==> src/rtl/inst_encoder.sv <==
// Converts field-level instruction requests into 32-bit R/I/J words and writes them to IMEM.
// Optional request checking is enabled by defining ENC_CHECK_EN.
module inst_encoder #(
    parameter int ADDR_W = 10,
    parameter int DEPTH  = 1024
) (
    input  logic              clk,
    input  logic              rst_n,
    input  logic              start,
    input  logic [ADDR_W-1:0] base_addr,
    input  logic              in_valid,
    output logic              in_ready,
    input  logic [2:0]        in_kind,
    input  logic [2:0]        in_alu_op,
    input  logic [4:0]        in_rs,
    input  logic [4:0]        in_rt,
    input  logic [4:0]        in_rd,
    input  logic [25:0]       in_imm,
    output logic              mem_we,
    output logic [ADDR_W-1:0] mem_addr,
    output logic [31:0]       mem_wdata,
    input  logic              mem_ready,
    output logic [ADDR_W:0]   count,
    output logic              full,
    output logic              err
);

    // state   | meaning
    // IDLE    | waiting for a request (in_ready unless full or start)
    // WRITE   | encoded word presented to IMEM until mem_ready
    localparam logic [0:0] S_IDLE  = 1'b0;
    localparam logic [0:0] S_WRITE = 1'b1;

    localparam logic [ADDR_W:0] DEPTH_C = (ADDR_W + 1)'(DEPTH);

    logic [0:0]        state_q, state_d;
    logic [ADDR_W-1:0] addr_q, addr_d;
    logic [ADDR_W:0]   count_q, count_d;
    logic [31:0]       wdata_q, wdata_d;
    logic [5:0]        r_func;
    logic [5:0]        i_op;
    logic [31:0]       enc_word;
    logic              accept;

    always_comb begin
        r_func = 6'b100000;
        i_op   = 6'b001000;
        case (in_alu_op)
            3'b100: begin r_func = 6'b100000; i_op = 6'b001000; end
            3'b101: begin r_func = 6'b100010; i_op = 6'b001000; end
            3'b000: begin r_func = 6'b100100; i_op = 6'b001100; end
            3'b001: begin r_func = 6'b100101; i_op = 6'b001101; end
            3'b010: begin r_func = 6'b100110; i_op = 6'b001110; end
            3'b011: begin r_func = 6'b100111; i_op = 6'b001000; end
            3'b110: begin r_func = 6'b101011; i_op = 6'b001011; end
            3'b111: begin r_func = 6'b000100; i_op = 6'b001000; end
            default: begin r_func = 6'b100000; i_op = 6'b001000; end
        endcase
    end

    always_comb begin
        enc_word = '0;
        case (in_kind)
            3'd0: enc_word = {6'b000000, in_rs, in_rt, in_rd, 5'b00000, r_func};
            3'd1: enc_word = {i_op, in_rs, in_rt, in_imm[15:0]};
            3'd2: enc_word = {6'b100011, in_rs, in_rt, in_imm[15:0]};
            3'd3: enc_word = {6'b101011, in_rs, in_rt, in_imm[15:0]};
            3'd4: enc_word = {6'b000100, in_rs, in_rt, in_imm[15:0]};
            3'd5: enc_word = {6'b000101, in_rs, in_rt, in_imm[15:0]};
            3'd6: enc_word = {6'b000010, in_imm};
            3'd7: enc_word = {6'b000011, in_imm};
            default: enc_word = '0;
        endcase
    end

    assign full     = (count_q == DEPTH_C);
    assign in_ready = (state_q == S_IDLE) && !start && !full;
    assign accept   = in_valid && in_ready;
    assign mem_we   = (state_q == S_WRITE);
    assign mem_addr = addr_q;
    assign mem_wdata = wdata_q;
    assign count    = count_q;

`ifdef ENC_CHECK_EN
    logic err_q, err_d;
    logic req_illegal;

    // sub, nor and sllv have no immediate form
    assign req_illegal = (in_kind == 3'd1) &&
                         ((in_alu_op == 3'b101) || (in_alu_op == 3'b011) || (in_alu_op == 3'b111));
    assign err = err_q;
`else
    assign err = 1'b0;
`endif

    always_comb begin
        state_d = state_q;
        addr_d  = addr_q;
        count_d = count_q;
        wdata_d = wdata_q;
`ifdef ENC_CHECK_EN
        err_d   = err_q;
`endif
        if (start) begin
            state_d = S_IDLE;
            addr_d  = base_addr;
            count_d = '0;
`ifdef ENC_CHECK_EN
            err_d   = 1'b0;
`endif
        end else if (state_q == S_IDLE) begin
            if (accept) begin
`ifdef ENC_CHECK_EN
                if (req_illegal) begin
                    err_d = 1'b1;
                end else begin
                    wdata_d = enc_word;
                    state_d = S_WRITE;
                end
`else
                wdata_d = enc_word;
                state_d = S_WRITE;
`endif
            end
        end else if (mem_ready) begin
            addr_d  = addr_q + 1'b1;
            count_d = count_q + 1'b1;
            state_d = S_IDLE;
        end
    end

    always_ff @(posedge clk or negedge rst_n) begin
        if (!rst_n) begin
            state_q <= S_IDLE;
            addr_q  <= '0;
            count_q <= '0;
            wdata_q <= '0;
`ifdef ENC_CHECK_EN
            err_q   <= 1'b0;
`endif
        end else begin
            state_q <= state_d;
            addr_q  <= addr_d;
            count_q <= count_d;
            wdata_q <= wdata_d;
`ifdef ENC_CHECK_EN
            err_q   <= err_d;
`endif
        end
    end

endmodule
==> config.mk <==
export PLATFORM = sky130hd
export DESIGN_NAME = inst_encoder
export DESIGN_NICKNAME = d
export VERILOG_FILES = /design/src/rtl/inst_encoder.sv
export SDC_FILE = /design/constraint.sdc
export NUM_CORES = 1
export LEC_CHECK = 0
export CORE_MARGIN = 10
export CORE_UTILIZATION = 30
export CTS_BUF_LIST = sky130_fd_sc_hd__clkbuf_16
export DETAILED_ROUTE_END_ITERATION = 10
export PLACE_DENSITY = 0.59
export SLEW_MARGIN = 20
export SYNTH_ARGS = -nofsm -noshare
export SYNTH_HDL_FRONTEND = slang
export SYNTH_SLANG_ARGS = --single-unit
==> constraint.sdc <==
create_clock -name clk -period 1.45 [get_ports clk]
set_input_delay 0.435 -clock clk [delete_from_list [all_inputs] [get_ports clk]]
set_output_delay 0.435 -clock clk [all_outputs]
set_load 0.03 [all_outputs]
# [Word-level counts from Yosys, hierarchy flattened]
# Memories as Yosys holds them, arrays and structs flattened.
# Index checks and enable logic that the tools add are counted.
[word_totals] n_memories=1 mem_bits_ro=64 regBits=54 in_bits=62 elab_cells=38
[classes] muxes=11 n_eq_ne=8 n_reduce_logical=10 add_sub_neg=2 bitwise=2
[memory_table] name="(name not given)" words=8 word_bits=8 read_ports=1 rd_clocked_by_memory_dff=0 wr=0 line_no="48" source="case (in_alu_op)"
[ops] op="$pmux W32 S8" count=1
[ops] op="$mux W11" count=3
[ops] op="$mux W10" count=3
[ops] op="$eq A3 B3 Y1 const B" count=4
[ops] op="$add A11 B1 Y11 const B" count=1
[ops] op="$eq A11 B11 Y1 const B" count=1
[ops] op="$add A10 B1 Y10 const B" count=1
[ops] op="$eq A3 B2 Y1 const B" count=2
[ops] op="$mux W1" count=4
[ops] op="$reduce_bool A2 Y1" count=2
[ops] op="$eq A3 B1 Y1 const B" count=1
[ops] op="$logic_and A1 B1 Y1" count=3
[ops] op="$logic_not A3 Y1" count=1
[ops] op="$reduce_and A3 Y1" count=1
[ops] op="$logic_not A1 Y1" count=2
[ops] op="$not A1 Y1" count=2
[ops] op="$reduce_and A2 Y1" count=1

# [Longest topological paths before layout]
[logic_depth] word_depth=7 depth_mapped=7 ltp_nobuf=6

# [Least setup slack after synthesis]
# No wires, ideal clock.
[synth_timing] kind="reg-to-output" from="reg count_q[0] (netlist: count[0])" to="out in_ready" slack_ns=-0.949 path_buffers=0 required_time_ns=1.015 arrival_time_ns=1.964 path_stages_with_launch=6 cell_sequence="dfrtp_1 inv_1 ha_1 and2_1 and3_1 nor3_1"
[synth_via] elab_chain_len=3
[synth_lines] item="from (decl)" line_no="38" source="logic [ADDR_W:0] count_q, count_d;"
[synth_lines] item="from (signal assigned)" line_no="144" source="count_q <= count_d;"
[synth_lines] item="$eq A11 B11 Y1" line_no="76" source="assign full = (count_q == DEPTH_C);"
[synth_lines] item="named net full" line_no="24" source="output logic full,"
[synth_lines] item="$logic_not A1 Y1" line_no="77" source="assign in_ready = (state_q == S_IDLE) && !start && !full;"
[synth_lines] item="$logic_and A1 B1 Y1" line_no="77"
[synth_lines] item="to (decl)" line_no="12" source="output logic in_ready,"
# The timed path passes the listed nets, and every way through them passes these cells.

# [Final worst setup path]
[layout_timing] from="reg count_q[2] (netlist: count[2])" to="out in_ready"
[layout_via] elab_chain_len=3
[layout_lines] item="$eq A11 B11 Y1" line_no="76"
[layout_lines] item="$logic_not A1 Y1" line_no="77"
[layout_lines] item="$logic_and A1 B1 Y1" line_no="77"
# No other way between the ends.

==> impl_metrics.ini <==
[global_route]
groute.usage.overall = 0.132
grt-ovfl-total = 0
globalRoute.busiestLayer = met2
gr-usage-met1 = 0.165
grt_pass1_vias = 2874
met2_usage = 0.226
first_pass_grt_wire_length_um = 14600
antenna_found_initial = 0
grt_start_max_net_pins = 54
global_route.usage.met3 = 0.0354

[critical_path]
cpMaxStageDelayCell = dfrtp_2
cpLargestDelayFamily = simple AND/OR/NAND/NOR gates
timing.critical_path.cells = nor4_4 > and3_4 > nor3_4 > buf_6
timing.setup.critical_path_class = flip-flop to primary output
critPathMaxStageDelay_ns = 0.43
critPathBufInv = 1
worstSetupEndpointType = primary output
crit_path_max_fanout = 3
critical_path_required_ns = 1.02
critical_path.startpoint_type = flip-flop
arrival_ns = 1.47

[synth]
netlist_instances = 290
postSynth.topFlopCell = dfrtp_1
async_flop_share = 1.00
synth_seq_area_share = 0.478
synth_top_cell_by_area = dfrtp_1
ys_top_cells_by_area = dfrtp_1 48%, nand2_1 8.3%, o21ai_2 5.1%, mux2i_1 4.7%, nand3_1 2.9%
yosysUniqueCellTypes = 38
synth_area_mm2 = 0.00277
number_of_enable_flip_flop_cells_after_synthesis = 0
synth-seq-cells = 53
synth_largest_type_area_fraction = 0.478
synth.avg_cell_area_um2 = 9.57
yosys-top-cells-count = 61 x nand2_1, 53 x dfrtp_1, 20 x nor2_1
synth.most_common_cell = nand2_1
synth-warning-count = 0

[die]
cell_rows = 35
floorplan.initialDensity = 0.305
die_h_um = 116
die_width_um = 116
placeableCoreArea_mm2 = 0.00911
die_area_mm2 = 0.0135
design.portCount = 119

[clock_network]
clk_path_buf_depth = 2
clock_latency_ns = 0.29
path_clk_slew_ns = 0.07
tritoncts_clock_tree = yes
clock_tree.htree_level_count = 2
ctsRootBufferMaster = clkbuf_16
tritoncts.num_buffers = 5
clock_sink_count = 53

[layout]
final_util = 0.580
area_growth_syn_to_layout_pct = 90.4
antenna_cells_inserted = 0
layout.nets = 528
drive_gt1_frac = 0.490
fill_cells = 800

[timing]
final-setup-viol-count = 35
finalWorstPathRequiredPeriod_ns = 1.90
hold_violations = 0
timing.final.max_slew_violations = 0
timing.clock.skew_ns = 0.00358
finalHoldWorstSlack_ns = 0.122
final_clock_period_utilization_by_the_worst_path = 1.31
timing.final.ws_setup_ns = -0.452
rsz0062_at_grt = true
setup_total_negative_slack_ns = -4.51
clock.fmax_mhz = 526

[route]
wirelength_um = 9000
drt-pass1-iter-count = 4
dr.first_iter.drc_count = 78
wl_per_cell_um = 15.7
vias = 2694
remaining_drc_errors = 0
viasPerCell = 4.71
postRouteAntennaNets = 0

[power]
clkPwrFrac = 0.306
internal_power_w = 0.00342
cellLeakagePower_nw = 2.36
share_comb_of_total_power = 0.327
p_sw_w = 0.00159
seq_power_share = 0.367
swShare = 0.317
power_per_cell_area_mw_per_mm2 = 948
irDropWorstVdd_uv = 463

[run_status]
violations_in_the_final_reports = negative setup slack
run_status = complete, but fails checks

[placed_design]
finalWeightedCongestion = 0.780
buffer_ports.inserted = 116
dp.final_hpwl_um = 6470

[worst_hold_path]
hold_class = input port to async pin

[flow_run]
max-cap-violations = 0
[final timing paths]
check                                                from                        end  slack [ns]  depth (start not counted)
worst max-delay path                 count[2]$_DFFE_PN0P_                   in_ready       -0.45                          4
worst min-delay path                                rst_n  mem_wdata[12]$_DFFE_PN0P_        0.12                          2
worst max register to register       count[2]$_DFFE_PN0P_  mem_wdata[10]$_DFFE_PN0P_       -0.15                          8
worst min register to register  mem_wdata[10]$_DFFE_PN0P_  mem_wdata[10]$_DFFE_PN0P_        0.47                          2
max in group asynchronous                           rst_n    mem_addr[0]$_DFFE_PN0P_        1.05                          2
min in group clk                mem_wdata[10]$_DFFE_PN0P_  mem_wdata[10]$_DFFE_PN0P_        0.47                          2
[worst register-to-register path, stage by stage, from the launching register on]
cell     delay (ns)
dfrtp_2        0.43
nor4_4         0.31
buf_4          0.17
buf_6          0.09
a31oi_4        0.11
buf_6          0.16
buf_16         0.14
nand3_4        0.05
nand2_2        0.05
[layout by cell type, fill, tap and decap left out, drive strengths merged, types with 3 or more instances in the layout]
cell             n
buf            120
nand2           61
clkdlybuf4s50   57
dfrtp           53
o21ai           30
nor2            20
nand3           16
mux2i           13
xor2             9
a31oi            9
inv              8
xnor2            7
a21oi            7
ha               6
clkbuf           5
nor4             5
nor3             4
or3              3
and4             3
nand4            3
[flip-flops by register name, indices dropped and copies added, names as in the netlist]
name	cells
mem_we	1
mem_addr	10
mem_wdata	31
count	11
[layer usage]
metal / vias up / part of all wire
met1: 1294 / 0.43
li1: 1334 / -
met4: 0 / 0.0027
met5: - / 0
met3: 2 / 0.059
met2: 64 / 0.51
[per-stage QoR]
step	total power, W	area, um2	std cells	setup slack, ns
2_1_floorplan	0.00255	2910	291	-0.325
3_3_place_gp	0.00320	4370	546	-0.530
3_5_place_dp	0.00322	4370	546	-0.539
4_1_cts	0.00500	5140	573	-0.477
5_1_grt	0.00523	5280	572	-0.500
6_report	0.00501	5280	572	-0.452
[kinds of logic (layout without fill, tap and decap cells)]
kind of cell,count (synthesis),count (layout),synth area share
other cells,1,2,0.00135
buf+inv,26,196,0.0559
flops,53,53,0.478
fa+ha+maj,6,6,0.0271
compound gates,50,50,0.128
mux,14,14,0.0510
xor+xnor,16,16,0.0505
simple gates,124,124,0.208
[area by class of cell]
class / instances / area (um2) / share of cell area
tap: 111 / 139 / 0.0263
multi-input combinational: 212 / 1750 / 0.330
clock inverter: 3 / 65.1 / 0.0123
sequential: 53 / 1340 / 0.253
clock buffer: 5 / 125 / 0.0237
timing repair buffer: 180 / 1840 / 0.348
inverter: 8 / 30.0 / 0.00569
[what timing repair did]
action	4_1_cts	5_1_grt
pin swaps	48	21
setup buffers	12	8
endpoints found under the hold margin	0	0
resized for setup	77	47
cloned	7	0
hold buffers	0	0
endpoints found under the setup margin	55	58
[power groups by stage]
stage          logic (W)  registers [W]  clock network [W]
2_1_floorplan   0.000386        0.00216                  0
6_report         0.00164        0.00184            0.00153
4_1_cts          0.00163        0.00182            0.00155
3_5_place_dp     0.00141        0.00181                  0
5_1_grt          0.00176        0.00186            0.00162
3_3_place_gp     0.00139        0.00181                  0
Note: power is estimated with default switching activity, not from simulation.
==> edit 1: new RTL, config.mk and constraints unchanged <==
`ADDR_W`: 10 -> 9.
--- a/src/rtl/inst_encoder.sv
+++ b/src/rtl/inst_encoder.sv
@@ -2,5 +2,5 @@
 // Optional request checking is enabled by defining ENC_CHECK_EN.
 module inst_encoder #(
-    parameter int ADDR_W = 10,
+    parameter int ADDR_W = 9,
     parameter int DEPTH  = 1024
 ) (
Interface: changed (resized base_addr, count and mem_addr); port bits go from 119 to 116. The function was not compared with the original's and may differ.
==> edit 1 against the original RTL <==
Wire length decreased by 8.9%; power is 19% lower; setup slack lost 0.024 ns; core utilization is 6.2 points lower; highest routed layer unchanged; sequential share of layout area is 1.4 points higher; largest cell class unchanged; area after synthesis is 3.5% higher; critical endpoint unchanged; critical path depth grew 3; non-clock buffer count decreased by 14; final area decreased by 9.0%; the flow still finishes with violations (setup timing); sequential power fell by 8%; combinational power is 26% lower; sequential cell count decreased by 2; cell count shrank 5.9%; via count is 13% lower.
==> edit 1: results <==
group,metric,value,unit
timing,setup_ws,-0.4758,ns
cells_and_area,largest_reg_flops,31,
global_route,grt.total_usage,11.41,%
pwr,peakVddDrop,0.0005021,V
placement,place_area,0.004352,mm^2
global_route,antenna_found_initial,0,
timing,finalSetupViolCount,34,
synthesis,async_flop_share,100.0,%
timing,fin_skew,0.004655,ns
cells_and_area,diodes,0,
placement,gp_congestion,0.7928,
timing,fin_tns_setup,-12.66,ns
clock_tree,htreeDepth,2,
critical_path,cp-startpoint,"count[0]$_DFFE_PN0P_",
synthesis,synth_warnings,0,
cells_and_area,drive_gt1_share,46.45,%
placement,io_buffers,113,
pwr,leakagePower,0.002282,uW
outcome,violations,"setup timing",
clock_tree,numCtsBuffers,5,
outcome,status,"complete, but fails checks",
drt,antenna_left,0,
global_route,grt_pass1_wl,13.29,mm
global_route,grt_pass1_vias,2611,
synthesis,synth_common_cells,"dfrtp_1 (51), mux2_4 (29), nor2_1 (16), nand2_1 (15)",
synthesis,synthTopCellsByArea,"dfrtp_1 (44%), mux2_4 (15%), mux2_2 (5.5%)",
drt,first_pass_iters,4,
cells_and_area,num-nets-final,475,
synthesis,synth_cell_type_count,34,
placement,place_ws,-0.5526,ns
drt,drt-initial-drc-count,65,
synthesis,synth_ff_type,"dfrtp_1",
critical_path,worstRegToRegCells,9,
worst_hold_path,worstHoldPathType,"in -> async",
clock_tree,clock_latency,0.28,ns
clock_tree,clk_pin_slew,0.07,ns
drt,viasPerCell,4.340,
drt,drt_wl_total,8.200,mm
critical_path,critPathArrivalTime,1.49,ns
clock_tree,root_buffer,"clkbuf_16",
critical_path,worstPathMaxFanout,2,
global_route,grt_max_degree,52,
clock_tree,clock_path_buffers,2,
synthesis,ys_seq_area_share,44.44,%
cells_and_area,fillers,866,
placement,dp_hpwl,5.914,mm
-- edit 1: critical path, stage by stage, from the launching register on --
cell	delay [ns]
dfrtp_2	0.36
inv_2	0.05
ha_4	0.14
nor2b_4	0.12
nand4_4	0.08
clkinvlp_4	0.13
nor3_4	0.17
buf_6	0.15
-- edit 1: final timing paths --
check                                             to  slack, ns
setup / recovery                            in_ready      -0.48
hold / removal                  count[6]$_DFFE_PN0P_       0.14
setup reg to reg           mem_wdata[19]$_DFFE_PN0P_      -0.41
hold reg to reg            mem_wdata[20]$_DFFE_PN0P_       0.51
max in group asynchronous           mem_we$_DFF_PN0_       1.06
min in group clk           mem_wdata[20]$_DFFE_PN0P_       0.51
-- edit 1: kinds of logic after synthesis --
kind of cell,Yosys count,share of synthesized area [%]
multiplexers,49,22.75
flip-flops,51,44.44
AO/OA/AOI/OAI,23,4.488
XOR/XNOR,15,4.575
AND/OR/NAND/NOR,77,15.03
buffers and inverters,25,5.969
other,1,0.1306
adder cells (fa/ha/maj),6,2.614
-- edit 1: layout make-up --
type	count	area (um^2)	share of cell area [%]
multi-input combinational	172	1553	32.31
tap	129	161.4	3.359
clock inverter	3	16.27	0.3385
sequential	51	1286	26.76
timing repair buffer	166	1615	33.61
clock buffer	5	125.1	2.603
inverter	12	48.80	1.015
-- edit 1: stage by stage --
stage          cells  util, %  hold WS, ns  power [uW]
4_1_cts          538    50.27       0.1513        4098
3_3_place_gp     517    46.87       0.4556        2930
5_1_grt          538    51.77       0.1624        4246
3_5_place_dp     517    46.87       0.4523        2938
6_report         538    51.77       0.1433        4039
2_1_floorplan    248        -       0.1394        2336
-- edit 1: what timing repair did --
item / in CTS / in global routing
gates resized for setup: 13 / 25
cloned: 1 / 2
hold buffers: 0 / 0
buffers inserted: 13 / 6
pin swaps: 1 / 1
endpoints found under the setup margin: 46 / 48
-- edit 1: routing by layer --
metal / wire [um] / track usage (%)
met5: 0 / 0
met4: 23 / 2.009
met3: 554 / 4.029
met2: 3853 / 17.94
met1: 3769 / 14.84
-- edit 1: report_power, final --
part | internal (uW) | switching [uW]
Sequential | 1580 | 113
Combinational | 624 | 588
Clock | 631 | 506
Total | 2830 | 1210
==> edit 2: new RTL, same flow settings <==
Made on the original files. Compare `count_q` against `DEPTH_C` with >= in place of ==.
--- a/src/rtl/inst_encoder.sv
+++ b/src/rtl/inst_encoder.sv
@@ -74,5 +74,5 @@
     end
 
-    assign full     = (count_q == DEPTH_C);
+    assign full     = (count_q >= DEPTH_C);
     assign in_ready = (state_q == S_IDLE) && !start && !full;
     assign accept   = in_valid && in_ready;
Behaviour: no difference found for any inputs over 10 cycles, from zero or initial values and one cycle with rst_n low; that may be too few to reach the edited logic, so the function may still have changed.
==> edit 2 against the original RTL <==
The flow still finishes with violations (setup timing); wire length decreased by 14%; setup slack improved by 0.38 ns; core utilization decreased by 4.2 points; critical path depth decreased by 2; area after synthesis decreased by 6.1%; power decreased by 14%; final area decreased by 15%; first-iteration DRC count increased by 2.6%; synthesized cell count decreased by 4.8%; sequential cell count unchanged.
==> edit 2: results <==
group,metric,value,unit
clock_tree,post_cts_buffers,1,
timing,setup_ws,-0.07525,ns
placement,place_ws,-0.5392,ns
global_route,grt_max_degree,54,
global_route,grt_pass1_wl,12.12,mm
drt,viasPerCell,4.554,
drt,drt-initial-drc-count,80,
pwr,peakVddDrop,0.0004688,V
clock_tree,cts_resized,14,
placement,dp_hpwl,6.077,mm
pwr,p_switching,1392,uW
outcome,status,"complete, but fails checks",
cells_and_area,drive_gt1_share,29.48,%
clock_tree,clk_pin_slew,0.07,ns
synthesis,ys_seq_area_share,50.94,%
cells_and_area,num-nets-final,492,
pwr,clkPwrFrac,26.8,%
cells_and_area,stdcell_count,531,
timing,fin_tns_setup,-0.1126,ns
placement,place_area,0.004170,mm^2
synthesis,synth_area_per_cell,9.434,um^2
global_route,grt.total_usage,11.28,%
pwr,clk-power,1160,uW
outcome,violations,"setup timing",
drt,drt_wl_total,7.753,mm
synthesis,synthTopCellsByArea,"dfrtp_1 (51%), nand2_1 (8.4%), mux2i_1 (6.9%)",
synthesis,synth_cell_type_count,34,
pwr,powerComb,1390,uW
global_route,antenna_found_initial,2,
global_route,grt_pass1_vias,2501,
timing,fin_skew,0.007226,ns
placement,gp_congestion,0.7560,
critical_path,worstPathMaxFanout,5,
critical_path,reg2reg_from,"mem_we$_DFF_PN0_",
timing,finalSetupViolCount,3,
placement,placed_cells,514,
pwr,leakagePower,0.002096,uW
synthesis,synth_common_cells,"nand2_1 (58), dfrtp_1 (53), o21ai_1 (29), mux2i_1 (18)",
critical_path,critPathArrivalTime,1.09,ns
clock_tree,clock_latency,0.29,ns
-- edit 2: cell count changes after synthesis, sizes merged, moves of 4 or more --
cell / unedited run / this run
nor2: 20 / 15
o21ai: 30 / 40
nand3: 16 / 6
a31oi: 9 / 1
mux2i: 13 / 18
buf: 13 / 2
nor4: 5 / 1
clkbuf: 5 / 15
-- edit 2: worst max-delay path: stages, from the launching register on --
cell and delay, ns:
dfrtp_2 0.46, nor3_4 0.19, buf_6 0.16
-- edit 2: cell families (layout without fill, tap and decap cells) --
family | after synthesis | in the layout | share of synthesized area [%]
compound gates | 54 | 54 | 10.96
buf+inv | 22 | 169 | 3.460
fa+ha+maj | 7 | 7 | 3.364
xor+xnor | 18 | 18 | 6.055
mux | 19 | 19 | 7.352
flops | 53 | 53 | 50.94
simple gates | 102 | 102 | 17.73
other cells | 1 | 4 | 0.1440
-- edit 2: cell type report --
class / instances / area [um^2]
fillers: 750 / 3859
repair buffers: 156 / 1567
flip-flops and latches: 53 / 1334
multi-input cells: 202 / 1287
well taps: 105 / 131.4
clock buffers: 5 / 125.1
inverters: 5 / 18.77
clock inverters: 3 / 13.76
diodes: 2 / 5.005
-- edit 2: path summary, 6_finish.rpt --
kind                                              to  slack, ns  cells after the start
max                                         in_ready      -0.08                      2
min                         mem_wdata[4]$_DFFE_PN0P_       0.13                      2
max reg2reg                     count[9]$_DFFE_PN0P_      -0.03                      5
min reg2reg                mem_wdata[19]$_DFFE_PN0P_       0.48                      2
max in group asynchronous      count[10]$_DFFE_PN0P_       1.06                      2
min in group clk           mem_wdata[19]$_DFFE_PN0P_       0.48                      2
-- edit 2: layer usage --
metal,part of all wire (%),up-vias,global-route usage [%]
met2,47,83,18.36
li1,-,1227,-
met5,0,-,0
met1,42,1101,12.64
met3,11,7,6.022
met4,0.98,0,2.876
